File: config.mk
export PLATFORM = sky130hd
export DESIGN_NAME = regfile_ctrl
export DESIGN_NICKNAME = d
export VERILOG_FILES = /design/src/rtl/regfile_ctrl_pkg.sv /design/src/rtl/regfile_ctrl_decode.sv /design/src/rtl/regfile_ctrl.sv
export SDC_FILE = /design/constraint.sdc
export NUM_CORES = 1
export LEC_CHECK = 0
export BUFFER_PORTS_ARGS = -buffer_cell sky130_fd_sc_hd__buf_2
export CAP_MARGIN = 0
export CORE_UTILIZATION = 55
export CTS_BUF_LIST = sky130_fd_sc_hd__clkbuf_8
export DETAILED_ROUTE_END_ITERATION = 12
export PLACE_DENSITY = 0.8
export SYNTH_ARGS = -nofsm -noshare
export SYNTH_HDL_FRONTEND = slang
export SYNTH_SLANG_ARGS = --single-unit
File: constraint.sdc
create_clock -name clk -period 5.2 [get_ports clk]
set_clock_uncertainty 0.15 [all_clocks]
set_input_delay 1.56 -clock clk [delete_from_list [all_inputs] [get_ports clk]]
set_output_delay 1.56 -clock clk [all_outputs]
set_load 0.1 [all_outputs]
File: src/rtl/regfile_ctrl_pkg.sv
// Shared constants for the register-file command sequencer: widths,
// instruction field positions, opcode/sub-op values, state and class enums.
package regfile_ctrl_pkg;

    localparam int REG_W = 16;
    localparam int SEL_W = 3;

    // Instruction field bit positions
    localparam int OP_HI  = 15;
    localparam int OP_LO  = 13;
    localparam int SUB_HI = 12;
    localparam int SUB_LO = 11;
    localparam int RN_HI  = 10;
    localparam int RN_LO  = 8;
    localparam int RD_HI  = 7;
    localparam int RD_LO  = 5;
    localparam int RM_HI  = 2;
    localparam int RM_LO  = 0;

    // Opcodes
    localparam logic [2:0] OP_MOV = 3'b110;
    localparam logic [2:0] OP_ALU = 3'b101;
    localparam logic [2:0] OP_RDR = 3'b111;

    // Sub-ops
    localparam logic [1:0] SUB_MOVI = 2'b10;
    localparam logic [1:0] SUB_MOV  = 2'b00;
    localparam logic [1:0] SUB_ADD  = 2'b00;
    localparam logic [1:0] SUB_RDR  = 2'b00;

    typedef enum logic [2:0] {
        ST_IDLE,
        ST_RD_A,
        ST_RD_B,
        ST_WB,
        ST_DONE
    } state_e;

    typedef enum logic [2:0] {
        IC_MOVI,
        IC_MOV,
        IC_ADD,
        IC_RDR,
        IC_ILLEGAL
    } instr_class_e;

endpackage

File: src/rtl/regfile_ctrl_decode.sv
// Combinational instruction decoder: classifies the instruction word and
// extracts register selects plus the sign-extended immediate.
module instr_decode
    import regfile_ctrl_pkg::*;
#(
    parameter int IMM_W = 8
) (
    input  logic [REG_W-1:0] instr,
    output instr_class_e     iclass,
    output logic [SEL_W-1:0] rn,
    output logic [SEL_W-1:0] rd,
    output logic [SEL_W-1:0] rm,
    output logic [REG_W-1:0] imm_sext
);

    logic [2:0] op;
    logic [1:0] sub;

    assign op       = instr[OP_HI:OP_LO];
    assign sub      = instr[SUB_HI:SUB_LO];
    assign rn       = instr[RN_HI:RN_LO];
    assign rd       = instr[RD_HI:RD_LO];
    assign rm       = instr[RM_HI:RM_LO];
    assign imm_sext = REG_W'($signed(instr[IMM_W-1:0]));

    // Map op/sub pairs to an instruction class; everything else is illegal
    always_comb begin
        iclass = IC_ILLEGAL;
        case ({op, sub})
            {OP_MOV, SUB_MOVI}: iclass = IC_MOVI;
            {OP_MOV, SUB_MOV }: iclass = IC_MOV;
            {OP_ALU, SUB_ADD }: iclass = IC_ADD;
            {OP_RDR, SUB_RDR }: iclass = IC_RDR;
            default:            iclass = IC_ILLEGAL;
        endcase
    end

endmodule

File: src/rtl/regfile_ctrl.sv
// Command sequencer driving an 8x16 register file: accepts one instruction
// per handshake and steps through read / write-back / done states.
module regfile_ctrl
    import regfile_ctrl_pkg::*;
#(
    parameter int IMM_W = 8
) (
    input  logic             clk,
    input  logic             reset_n,
    input  logic             cmd_valid,
    output logic             cmd_ready,
    input  logic [REG_W-1:0] cmd,
    output logic [SEL_W-1:0] readnum,
    input  logic [REG_W-1:0] data_out,
    output logic [SEL_W-1:0] writenum,
    output logic             write,
    output logic [REG_W-1:0] data_in,
    output logic             done,
    output logic             err,
    output logic [REG_W-1:0] result
);

    state_e           state_reg;
    state_e           state_next;
    logic [REG_W-1:0] ir_reg;
    logic [REG_W-1:0] reg_a_reg;
    logic [REG_W-1:0] reg_b_reg;
    logic [REG_W-1:0] result_reg;

    logic [REG_W-1:0] dec_instr;
    instr_class_e     dec_class;
    logic [SEL_W-1:0] dec_rn;
    logic [SEL_W-1:0] dec_rd;
    logic [SEL_W-1:0] dec_rm;
    logic [REG_W-1:0] dec_imm;
    logic [REG_W-1:0] sum;
    logic             accept;

    // In IDLE the incoming word is decoded to pick the first state; once
    // accepted, every later state works from the latched instruction.
    assign dec_instr = (state_reg == ST_IDLE) ? cmd : ir_reg;
    assign accept    = cmd_valid && (state_reg == ST_IDLE);
    assign sum       = reg_a_reg + reg_b_reg;
    assign result    = result_reg;

    instr_decode #(
        .IMM_W (IMM_W)
    ) u_decode (
        .instr    (dec_instr),
        .iclass   (dec_class),
        .rn       (dec_rn),
        .rd       (dec_rd),
        .rm       (dec_rm),
        .imm_sext (dec_imm)
    );

    // State register
    always_ff @(posedge clk or negedge reset_n) begin
        if (!reset_n) begin
            state_reg <= ST_IDLE;
        end else begin
            state_reg <= state_next;
        end
    end

    // Instruction register, loaded only on the accepting edge
    always_ff @(posedge clk or negedge reset_n) begin
        if (!reset_n) begin
            ir_reg <= '0;
        end else if (accept) begin
            ir_reg <= cmd;
        end
    end

    // Operand capture from the register file, and RDR result update
    always_ff @(posedge clk or negedge reset_n) begin
        if (!reset_n) begin
            reg_a_reg  <= '0;
            reg_b_reg  <= '0;
            result_reg <= '0;
        end else begin
            if (state_reg == ST_RD_A) begin
                reg_a_reg <= data_out;
                // Take the same value going into reg_a so result is
                // visible in the DONE cycle that immediately follows.
                if (dec_class == IC_RDR) begin
                    result_reg <= data_out;
                end
            end
            if (state_reg == ST_RD_B) begin
                reg_b_reg <= data_out;
            end
        end
    end

    // Next-state and per-state register-file / completion outputs
    always_comb begin
        state_next = state_reg;
        cmd_ready  = 1'b0;
        readnum    = '0;
        writenum   = '0;
        write      = 1'b0;
        data_in    = '0;
        done       = 1'b0;
        err        = 1'b0;
        case (state_reg)
            ST_IDLE: begin
                cmd_ready = 1'b1;
                if (cmd_valid) begin
                    case (dec_class)
                        IC_ADD, IC_RDR: state_next = ST_RD_A;
                        IC_MOV:         state_next = ST_RD_B;
                        IC_MOVI:        state_next = ST_WB;
                        default:        state_next = ST_DONE;
                    endcase
                end
            end
            ST_RD_A: begin
                readnum    = dec_rn;
                state_next = (dec_class == IC_ADD) ? ST_RD_B : ST_DONE;
            end
            ST_RD_B: begin
                readnum    = dec_rm;
                state_next = ST_WB;
            end
            ST_WB: begin
                write    = 1'b1;
                writenum = (dec_class == IC_MOVI) ? dec_rn : dec_rd;
                case (dec_class)
                    IC_MOVI: data_in = dec_imm;
                    IC_MOV:  data_in = reg_b_reg;
                    default: data_in = sum;
                endcase
                state_next = ST_DONE;
            end
            ST_DONE: begin
                done       = 1'b1;
                err        = (dec_class == IC_ILLEGAL);
                state_next = ST_IDLE;
            end
            default: begin
                state_next = ST_IDLE;
            end
        endcase
    end

endmodule

## Word level (Yosys, flattened, before mapping)

Cells that the tools add are included.

- Output and inout port bits: 42
- Logic and storage cells: 39
- Input bits: 35
- Register bits: 67

- Reductions and logical operators: 5
- Add/sub/neg operators: 1
- Mux-type cells: 15
- Eq/ne operators: 13

Operators with widths:

| kind | number |
|---|---|
| two-way mux 16 bit | 2 |
| one-hot mux 16 bit (2 select lines) | 1 |
| one-hot mux 3 bit (4 select lines) | 2 |
| == test 5 bit (second input constant) | 4 |
| adder 16 bit | 1 |
| == test 3 x 2 -> 1 bit (second input constant) | 4 |
| two-way mux 3 bit | 4 |
| one-hot mux 3 bit (3 select lines) | 1 |
| == test 3 x 1 -> 1 bit (second input constant) | 2 |
| == test 3 bit (second input constant) | 2 |
| logical NOT 3 bit | 2 |
| one-hot mux 3 bit (2 select lines) | 1 |
| two-way mux 1 bit | 4 |
| inequality test 2 bit (second input constant) | 1 |
| AND reduction 2 bit | 1 |
| OR reduction 2 bit | 1 |
| logical AND 1 bit | 1 |

## Logic depth before layout (Yosys ltp)

Gate-level depths: netlist (run 1).

- Word-level depth: 9
- Depth in mapped cells: 10

## By module

Synthesis (run 1) repeated with hierarchy kept, for this count alone.

- Cell total of the unflattened synthesis: 399
- Area total of the unflattened synthesis: 4259.1 µm²

By module, submodules not included:

| module | cells an instance | area an instance (µm²) | times used |
|---|---|---|---|
| regfile_ctrl | 369 | 4030.1 | 1 |
| instr_decode | 30 | 229.0 | 1 |

## Least setup slack after synthesis (run 1)

No wires, ideal clock.

- Path type: input to output
- Start: input cmd[11]
- End: output data_in[14]
- Stages on the path: 6
- Data required time: 3490 ps
- Data arrival time: 5260 ps
- Path buffers: 1
- Path slack: -1770 ps
- Cells stage by stage: nand2b_1 -> nor4_4 -> or2_1 -> clkbuf_1 -> a21oi_1 -> nor4_1

- Cells in the longest elaborated chain, start to end: 6
- Elaborated cells between the ends (all ways): 10
- Those cells by class: eq/ne: 5; mux: 4; reduce/logical: 1

Ends and longest elaborated chain:

| element | RTL line | RTL |
|---|---|---|
| start: declaration | regfile_ctrl.sv:12 | `input logic [REG_W-1:0] cmd,` |
| two-way mux 16 bit * | regfile_ctrl.sv:41 | `assign dec_instr = (state_reg == ST_IDLE) ? cmd : ir_reg;` |
| == test 5 bit | regfile_ctrl_decode.sv:29 | `case ({op, sub})` |
| one-hot mux 3 bit (4 select lines) * | regfile_ctrl_decode.sv:29 |  |
| == test 3 x 1 -> 1 bit / logical NOT 3 bit (equally long branches) | regfile_ctrl.sv:129 | `case (dec_class)` |
| one-hot mux 16 bit (2 select lines) * | regfile_ctrl.sv:129 |  |
| two-way mux 16 bit * | regfile_ctrl.sv:106 | `case (state_reg)` |
| end: declaration | regfile_ctrl.sv:17 | `output logic [REG_W-1:0] data_in,` |

Mark *: on every way between the ends. The rest lies on a longest branch, timed or not.

## Worst setup path in the final report (run 1)

- Start: input cmd[11]
- End: output data_in[0]

Same word-level chain as after synthesis.

==> run metrics, run 1 <==
Layout area overhead=25.8%; unrepaired setup endpoints after global routing=false; Critical Path RT=3.49 ns; pin count of the biggest net entering global routing=42; vias in the first global route=3182; root buf cell=clkbuf_8; Resized Gates After CTS=0; row count=30; post-route minimum period=4.99 ns; Synth Area in Compound Gates=0.135; antenna viol nets, final=0; largest family of logic cells by synthesized area=multiplexers; Highest Clock Rate=0.201 GHz; leak pwr=0.00225 uW; CTS Hold Bufs=0; EDFF count, synth=0; antenna violations before repair=0; fin. max-slew vios=0; status=finished, final reports clean; final WL=9540 um; pwr/cell area=722 nW/um^2; PortBufs=76; Die Width=86.9 um; Seq cells post-synth=67; core area=6870 um^2; Synth Flop Type=dfrtp_1; height of the die=86.9 um; Setup Fix Bufs, Post-CTS=0; CP Max Fanout=9; Synth top area share=0.423; count of final setup violators=0; final setup margin=0.214 ns; top cells by area, synth=dfrtp_1, mux2_2, ha_1; Post-Synth Simple-Gate Area=0.121; xor-xnor portion of the synthesized cell area=0.0287; fin crit share=0.959; Mapped Area=3960 um^2; Yosys warning count=0; DR pass1 iterations=4; Routability Congestion=0.853; # fillers=491; syn_area_per_cell=11.0 um^2; post-route cell area=4990 um^2; VDD IR-drop max=0.000365 V; dpl hpwl=6900 um; Critical Path AT=3.28 ns; area share of fa/ha/maj cells after synthesis=0.0524; sequential-to-total area share from yosys stat=0.423; Worst-Skew Late Latency=0.36 ns; Gate Count Post-Synth=361; post-detailed-placement cell area=4790 um^2; Sink Count=67; Starting Density=0.577; H-tree levels=3; number of diodes=0; CTS tree=done; Tightest Hold Check Type=flip-flop to flip-flop; CP endpoint kind=output pin; Commonest cells post-synth=dfrtp_1, mux2_2, a21oi_1, nand2_1, nor2_1; mux cell area share after synthesis=0.204; Vias=3146; Cell variety after synth=56; IO Pins=77; leading area contributor after synthesis=dfrtp_1; final hold vios=0; GRT Util Overall=0.281; drt first-iter violations=179; total congestion overflow=0; Setup crit start kind=input port; die area=7550 um^2; CTS Buf Count=9; clock transition at the registers of the reported paths=0.07 ns; CTS Buffer Depth=2; setup total negative slack=0 ns; Crit Path Class=input port to output pin; DRC viols=0; pre-CTS setup slack=0.229 ns; first-pass GRT wire length=15800 um; most common cell in the netlist=dfrtp_1; post-DR wirelength/cell=17.8 um; share of layout cells above drive strength 1=0.420; Slew @ Worst Pin=0.936 ns; fraction of registers with async set or reset after synthesis=1.00; maxcap violations=0; nets=487; via/cell ratio=5.87; Max-slew headroom=0.376; Post-Syn Nets=412
-- final timing paths --
check	from	end	slack [ns]	cells past startpoint
worst max register to register	state_reg[2]	result[2]	2.47	7
worst min register to register	result[7]	result[7]	0.35	1
min in group asynchronous	reset_n	reg_a_reg[8]	1.19	1
worst min-delay path	result[7]	result[7]	0.35	1
worst max-delay path	cmd[11]	data_in[0]	0.21	9
max in group asynchronous	reset_n	reg_b_reg[4]	2.80	2
-- area by class of cell --
class	count	area, um^2	share of cell area
Multi-Input combinational cell	266	2270	0.455
Sequential cell	67	1680	0.336
Clock inverter	4	42.5	0.00853
Timing Repair Buffer	84	696	0.140
Tap cell	96	120	0.0241
Inverter	8	30.0	0.00602
Clock buffer	11	151	0.0304
-- cells by family after synthesis --
kind of cell    Yosys count
xor+xnor                 13
compound gates           81
simple gates             87
flops                    67
mux                      69
fa+ha+maj                16
buf+inv                  28
-- power breakdown --
group | total [uW] | internal (uW) | switching [uW]
sequential | 965 | 755 | 210
clock | 438 | 241 | 197
combinational | 2200 | 811 | 1390
total | 3600 | 1810 | 1790
-- metal layers --
| metal | vias up | GRT usage | routed length [um] |
|---|---|---|---|
| li1 | 1471 | - | - |
| met1 | 1540 | 0.363 | 3980 |
| met2 | 111 | 0.446 | 4710 |
| met3 | 24 | 0.0626 | 577 |
| met4 | 0 | 0.142 | 272 |
| met5 | - | 0 | 0 |
-- placed cells by master (no fill, tap or decap), types with 10 or more instances in the layout --
master / count
dfrtp_1: 67
buf_2: 59
mux2_2: 54
a21oi_1: 26
nand2_1: 26
buf_12: 17
nor2_1: 15
ha_1: 15
o21ai_0: 11
clkbuf_8: 11
mux2_4: 10
-- through the flow --
step                      total power (uW)  hold WS, ns  cells  utilization
final                                 3600        0.354    536        0.726
after global routing                  3830        0.361    536        0.726
after CTS                             3600        0.357    536        0.726
after detailed placement              3140        0.337    521        0.698
after global placement                3060        0.336    521        0.698
after floorplan                       2730        0.330    361            -
-- worst max-delay path: stages --
cell and delay [ns]:
buf_2 0.10, nand2b_1 0.20, nor4_4 0.24, a22o_1 0.44
buf_4 0.21, nand3_1 0.06, o21ai_0 0.11, nor2_2 0.05
buf_2 0.29
Note: power is estimated with default switching activity, not from simulation.
==> inputs of run 2 (changes only) <==
--- a/config.mk
+++ b/config.mk
@@ -10,7 +10,7 @@
 export CORE_UTILIZATION = 55
 export CTS_BUF_LIST = sky130_fd_sc_hd__clkbuf_8
 export DETAILED_ROUTE_END_ITERATION = 12
-export PLACE_DENSITY = 0.8
+export PLACE_DENSITY = 0.79
 export SYNTH_ARGS = -nofsm -noshare
 export SYNTH_HDL_FRONTEND = slang
 export SYNTH_SLANG_ARGS = --single-unit
==> run 2 against run 1 <==
Combinational power about the same. Clock power up 20%. Worst hold slack about the same. Maximum frequency down 0.66%. Worst setup slack worse by 0.033 ns. Register-to-register slack worse by 0.31 ns. Routed wire length up 2.8%. Critical path type unchanged.
==> run metrics, run 2 (same netlist as run 1, synthesis figures left out) <==
status=finished, final reports clean; leak pwr=0.00226 uW; worst r2r path cells=7; fin crit share=0.965; r2r startpoint=state_reg[2]; core area=6870 um^2; share of layout cells above drive strength 1=0.426; DR pass1 iterations=4; root buf cell=clkbuf_8; WHS Path Cells=1; antenna viol nets, final=0; maxcap violations=0; pwr/cell area=733 nW/um^2; row count=30; CTS Buf Count=9; Vias=3223; post-route minimum period=5.02 ns; fin. max-slew vios=0; final hold vios=0; total congestion overflow=0; dpl hpwl=7010 um; Starting Density=0.577; worst r2r dst=result[7]; M1 wire length=3960 um; leading cell types in the layout, fill and taps excluded=dfrtp_1, buf_2, mux2_2, a21oi_1, nand2_1; post-DR wirelength/cell=18.3 um; FF/Latch Area=1680 um^2; hold_sp=result[4]; height of the die=86.9 um; CP max stage delay=0.46 ns; count of final setup violators=0; Resized Gates After CTS=0; Setup crit start kind=input port; H-tree levels=3; # fillers=487; Max-slew headroom=0.321; IO Pins=77; CP Max Fanout=9; Die Width=86.9 um; final WL=9800 um; Worst-Skew Late Latency=0.35 ns; worst reg2reg setup slack=2.16 ns; antenna violations before repair=0; unrepaired setup endpoints after global routing=false; critical-path cell list=buf_2 > nand2b_1 > nor4_4 > a22o_1 > buf_4 > nand3_1 > o21ai_0 > nor2_2 > buf_2; Highest Clock Rate=0.199 GHz; GRT Util Overall=0.275; drt first-iter violations=199; commonest non-fill, non-tap cell in the layout=dfrtp_1; die area=7550 um^2; via/cell ratio=6.00; WHS=0.354 ns; Layout area overhead=27.5%; pin count of the biggest net entering global routing=44; Critical Path RT=3.49 ns; final setup margin=0.181 ns; CTS Hold Bufs=0; routed wl met2=5060 um; met3 WL=558 um; Crit Path Class=input port to output pin; VDD IR-drop max=0.000428 V; crit-path most repeated cell=buf_2; clock transition at the registers of the reported paths=0.07 ns; worst setup path start=cmd[11]; Buffers & Inverters on Critical Path=3; PortBufs=76; pre-CTS setup slack=0.164 ns; CP endpoint kind=output pin; DRC viols=0; Min-Delay Endpoint=result[4]; CP top delay family=buffers and inverters; multi-input logic area=2270 um^2; CTS Buffer Depth=2; Routability Congestion=0.830; nets=487; Sink Count=67; final core utilization=0.736; Critical Path AT=3.31 ns; Tightest Hold Check Type=flip-flop to flip-flop; DR top layer=met4; Setup Fix Bufs, Post-CTS=0; vias in the first global route=3241; Worst path slowest cell=a22o_1; first-pass GRT wire length=15600 um; Slew @ Worst Pin=1.02 ns; number of diodes=0; CTS tree=done
run 2: cell types whose count changed in the layout (fill, tap and decap cells not counted):
cell / before / now
buf_12: 17 / 18
buf_2: 59 / 58
bufinv_16: 1 / 2
clkbuf_8: 11 / 13
clkinv_2: 1 / 0
clkinvlp_4: 0 / 1
inv_1: 8 / 6
run 2: how the worst max path moves through the flow:
stage	cells after the start	slack, ns	to
global route	9	0.06	data_in[0]
finish	9	0.18	data_in[0]
floorplan	5	-0.50	data_in[3]
CTS	9	0.17	data_in[0]
detailed placement	9	0.16	data_in[0]
global placement	9	0.24	data_in[0]
run 2: cell type report:
class	instances	share of cell area
well taps	96	0.0238
multi-input cells	266	0.449
repair buffers	84	0.141
clock buffers	13	0.0354
clock inverters	3	0.0134
inverters	8	0.00594
flip-flops and latches	67	0.332
run 2: per-layer routing:
metal  vias to the layer above  global-route usage
met5                         -                   0
li1                       1466                   -
met2                       121               0.463
met1                      1612               0.344
met3                        24              0.0607
met4                         0               0.108
run 2: per-stage QoR:
| step | setup TNS, ns | area [um^2] | cells | power (uW) |
|---|---|---|---|---|
| 2_1_floorplan | -2.61 | 4080 | 361 | 2730 |
| 3_3_place_gp | 0 | 4810 | 521 | 3070 |
| 3_5_place_dp | 0 | 4810 | 521 | 3150 |
| 4_1_cts | 0 | 5050 | 537 | 3700 |
| 5_1_grt | 0 | 5050 | 537 | 3910 |
| 6_report | 0 | 5050 | 537 | 3700 |
run 2: report_power, final:
part / internal [uW] / switching [uW]
clock: 323 / 202
combinational: 814 / 1400
sequential: 754 / 209
total: 1890 / 1810
==> inputs of run 3 (changes only) <==
--- a/config.mk
+++ b/config.mk
@@ -5,12 +5,12 @@
 export SDC_FILE = /design/constraint.sdc
 export NUM_CORES = 1
 export LEC_CHECK = 0
-export BUFFER_PORTS_ARGS = -buffer_cell sky130_fd_sc_hd__buf_2
 export CAP_MARGIN = 0
 export CORE_UTILIZATION = 55
 export CTS_BUF_LIST = sky130_fd_sc_hd__clkbuf_8
 export DETAILED_ROUTE_END_ITERATION = 12
-export PLACE_DENSITY = 0.79
+export DONT_BUFFER_PORTS = 1
+export PLACE_DENSITY = 0.7
 export SYNTH_ARGS = -nofsm -noshare
 export SYNTH_HDL_FRONTEND = slang
 export SYNTH_SLANG_ARGS = --single-unit
==> run 3 against run 2 <==
Core utilization down 6.2 points. Worst setup slack improved by 0.070 ns. Die area unchanged. Cell area decreased by 8.4%. Via count decreased by 9.7%. Worst hold slack improved by 0.0095 ns. Global-route usage is 1.1 points lower. Count of clock-buffer cells in the layout down 3. Routed wire length decreased by 5.2%. Non-clock buffer count fell by 55. Critical path depth unchanged. Maximum frequency increased by 1.4%.
==> run metrics, run 3 (same netlist as run 1, synthesis figures left out) <==
status=finished, final reports clean; CTS Buf Count=9; number of diodes=0; Die Width=86.9 um; post-route minimum period=4.95 ns; root buf cell=clkbuf_8; Tightest Hold Check Type=flip-flop to flip-flop; final hold vios=0; dpl hpwl=6600 um; height of the die=86.9 um; worst reg2reg setup slack=2.09 ns; fin crit share=0.952; first-pass GRT wire length=15000 um; DRC viols=0; CTS tree=done; die area=7550 um^2; WHS Path Cells=1; FF/Latch Area=1680 um^2; hold_sp=ir_reg[3]; # fillers=549; leading cell types in the layout, fill and taps excluded=dfrtp_1, mux2_2, nand2_1, buf_4, a21oi_1; post-DR wirelength/cell=19.3 um; Worst-Skew Late Latency=0.34 ns; multi-input logic area=2330 um^2; CTS Buffer Depth=2; pin count of the biggest net entering global routing=68; Crit Path Class=flip-flop to output pin; Min-Delay Endpoint=ir_reg[3]; Layout area overhead=16.9%; Vias=2910; PortBufs=0; antenna viol nets, final=0; Critical Path RT=3.49 ns; H-tree levels=3; Starting Density=0.577; Resized Gates After CTS=0; r2r startpoint=state_reg[2]; CP endpoint kind=output pin; Sink Count=67; Critical Path AT=3.24 ns; worst r2r dst=result[15]; Slew @ Worst Pin=1.09 ns; Routability Congestion=0.868; CTS Hold Bufs=0; Highest Clock Rate=0.202 GHz; clock transition at the registers of the reported paths=0.08 ns; count of final setup violators=0; total congestion overflow=0; pre-CTS setup slack=0.0800 ns; unrepaired setup endpoints after global routing=false; Max-slew headroom=0.274; final WL=9300 um; via/cell ratio=6.04; IO Pins=77; antenna violations before repair=0; drt first-iter violations=163; Setup Fix Bufs, Post-CTS=0; final setup margin=0.251 ns; GRT Util Overall=0.264; maxcap violations=0; Setup crit start kind=flip-flop; fin. max-slew vios=0; core area=6870 um^2; row count=30; share of layout cells above drive strength 1=0.368; CP Max Fanout=14; nets=432; final core utilization=0.674; commonest non-fill, non-tap cell in the layout=dfrtp_1; vias in the first global route=2975; setup total negative slack=0 ns; DR pass1 iterations=4; worst r2r path cells=8
-- run 3: final cells by class --
| cell class | instances | area share |
|---|---|---|
| inverter | 8 | 0.00648 |
| timing repair buffer | 29 | 0.0578 |
| tap | 96 | 0.0259 |
| multi-input combinational | 266 | 0.503 |
| clock buffer | 10 | 0.0297 |
| clock inverter | 6 | 0.0154 |
| sequential | 67 | 0.362 |
-- run 3: through the flow --
| step | std cells | hold WS, ns | area [um^2] |
|---|---|---|---|
| 2_1_floorplan | 361 | 0.330 | 4080 |
| 3_3_place_gp | 466 | 0.339 | 4410 |
| 3_5_place_dp | 466 | 0.346 | 4410 |
| 4_1_cts | 482 | 0.364 | 4620 |
| 5_1_grt | 482 | 0.380 | 4630 |
| 6_report | 482 | 0.363 | 4630 |
-- run 3: how the worst max path moves through the flow --
stage | slack [ns] | start | depth (start not counted) | end
4_1_cts | 0.07 | cmd[11] | 7 | data_in[13]
5_1_grt | 0.08 | state_reg[0] | 10 | data_in[2]
3_3_place_gp | 0.11 | cmd[11] | 7 | data_in[13]
3_5_place_dp | 0.08 | cmd[11] | 7 | data_in[13]
6_report | 0.25 | state_reg[0] | 9 | data_in[10]
2_1_floorplan | -0.50 | cmd[11] | 5 | data_in[3]
-- run 3: layer usage --
| layer | GRT usage | vias up | wire length (um) | part of all wire |
|---|---|---|---|---|
| li1 | - | 1356 | - | - |
| met1 | 0.347 | 1466 | 4190 | 0.45 |
| met2 | 0.429 | 75 | 4550 | 0.49 |
| met3 | 0.0682 | 13 | 423 | 0.046 |
| met4 | 0.0803 | 0 | 129 | 0.014 |
| met5 | 0 | - | 0 | 0 |
-- run 3: worst max-delay path, cell delays in order (launching register included) --
cell	delay (ns)
dfrtp_1	0.52
or3_4	0.56
inv_2	0.10
buf_4	0.39
nor4b_4	0.10
nand3b_1	0.15
and3_1	0.38
a21oi_1	0.13
a211oi_4	0.24
buf_4	0.32
Power of run 3 is left out: the tool's default activity adds up to more than one toggle a clock period on the data nets, which glitch-free logic cannot reach.
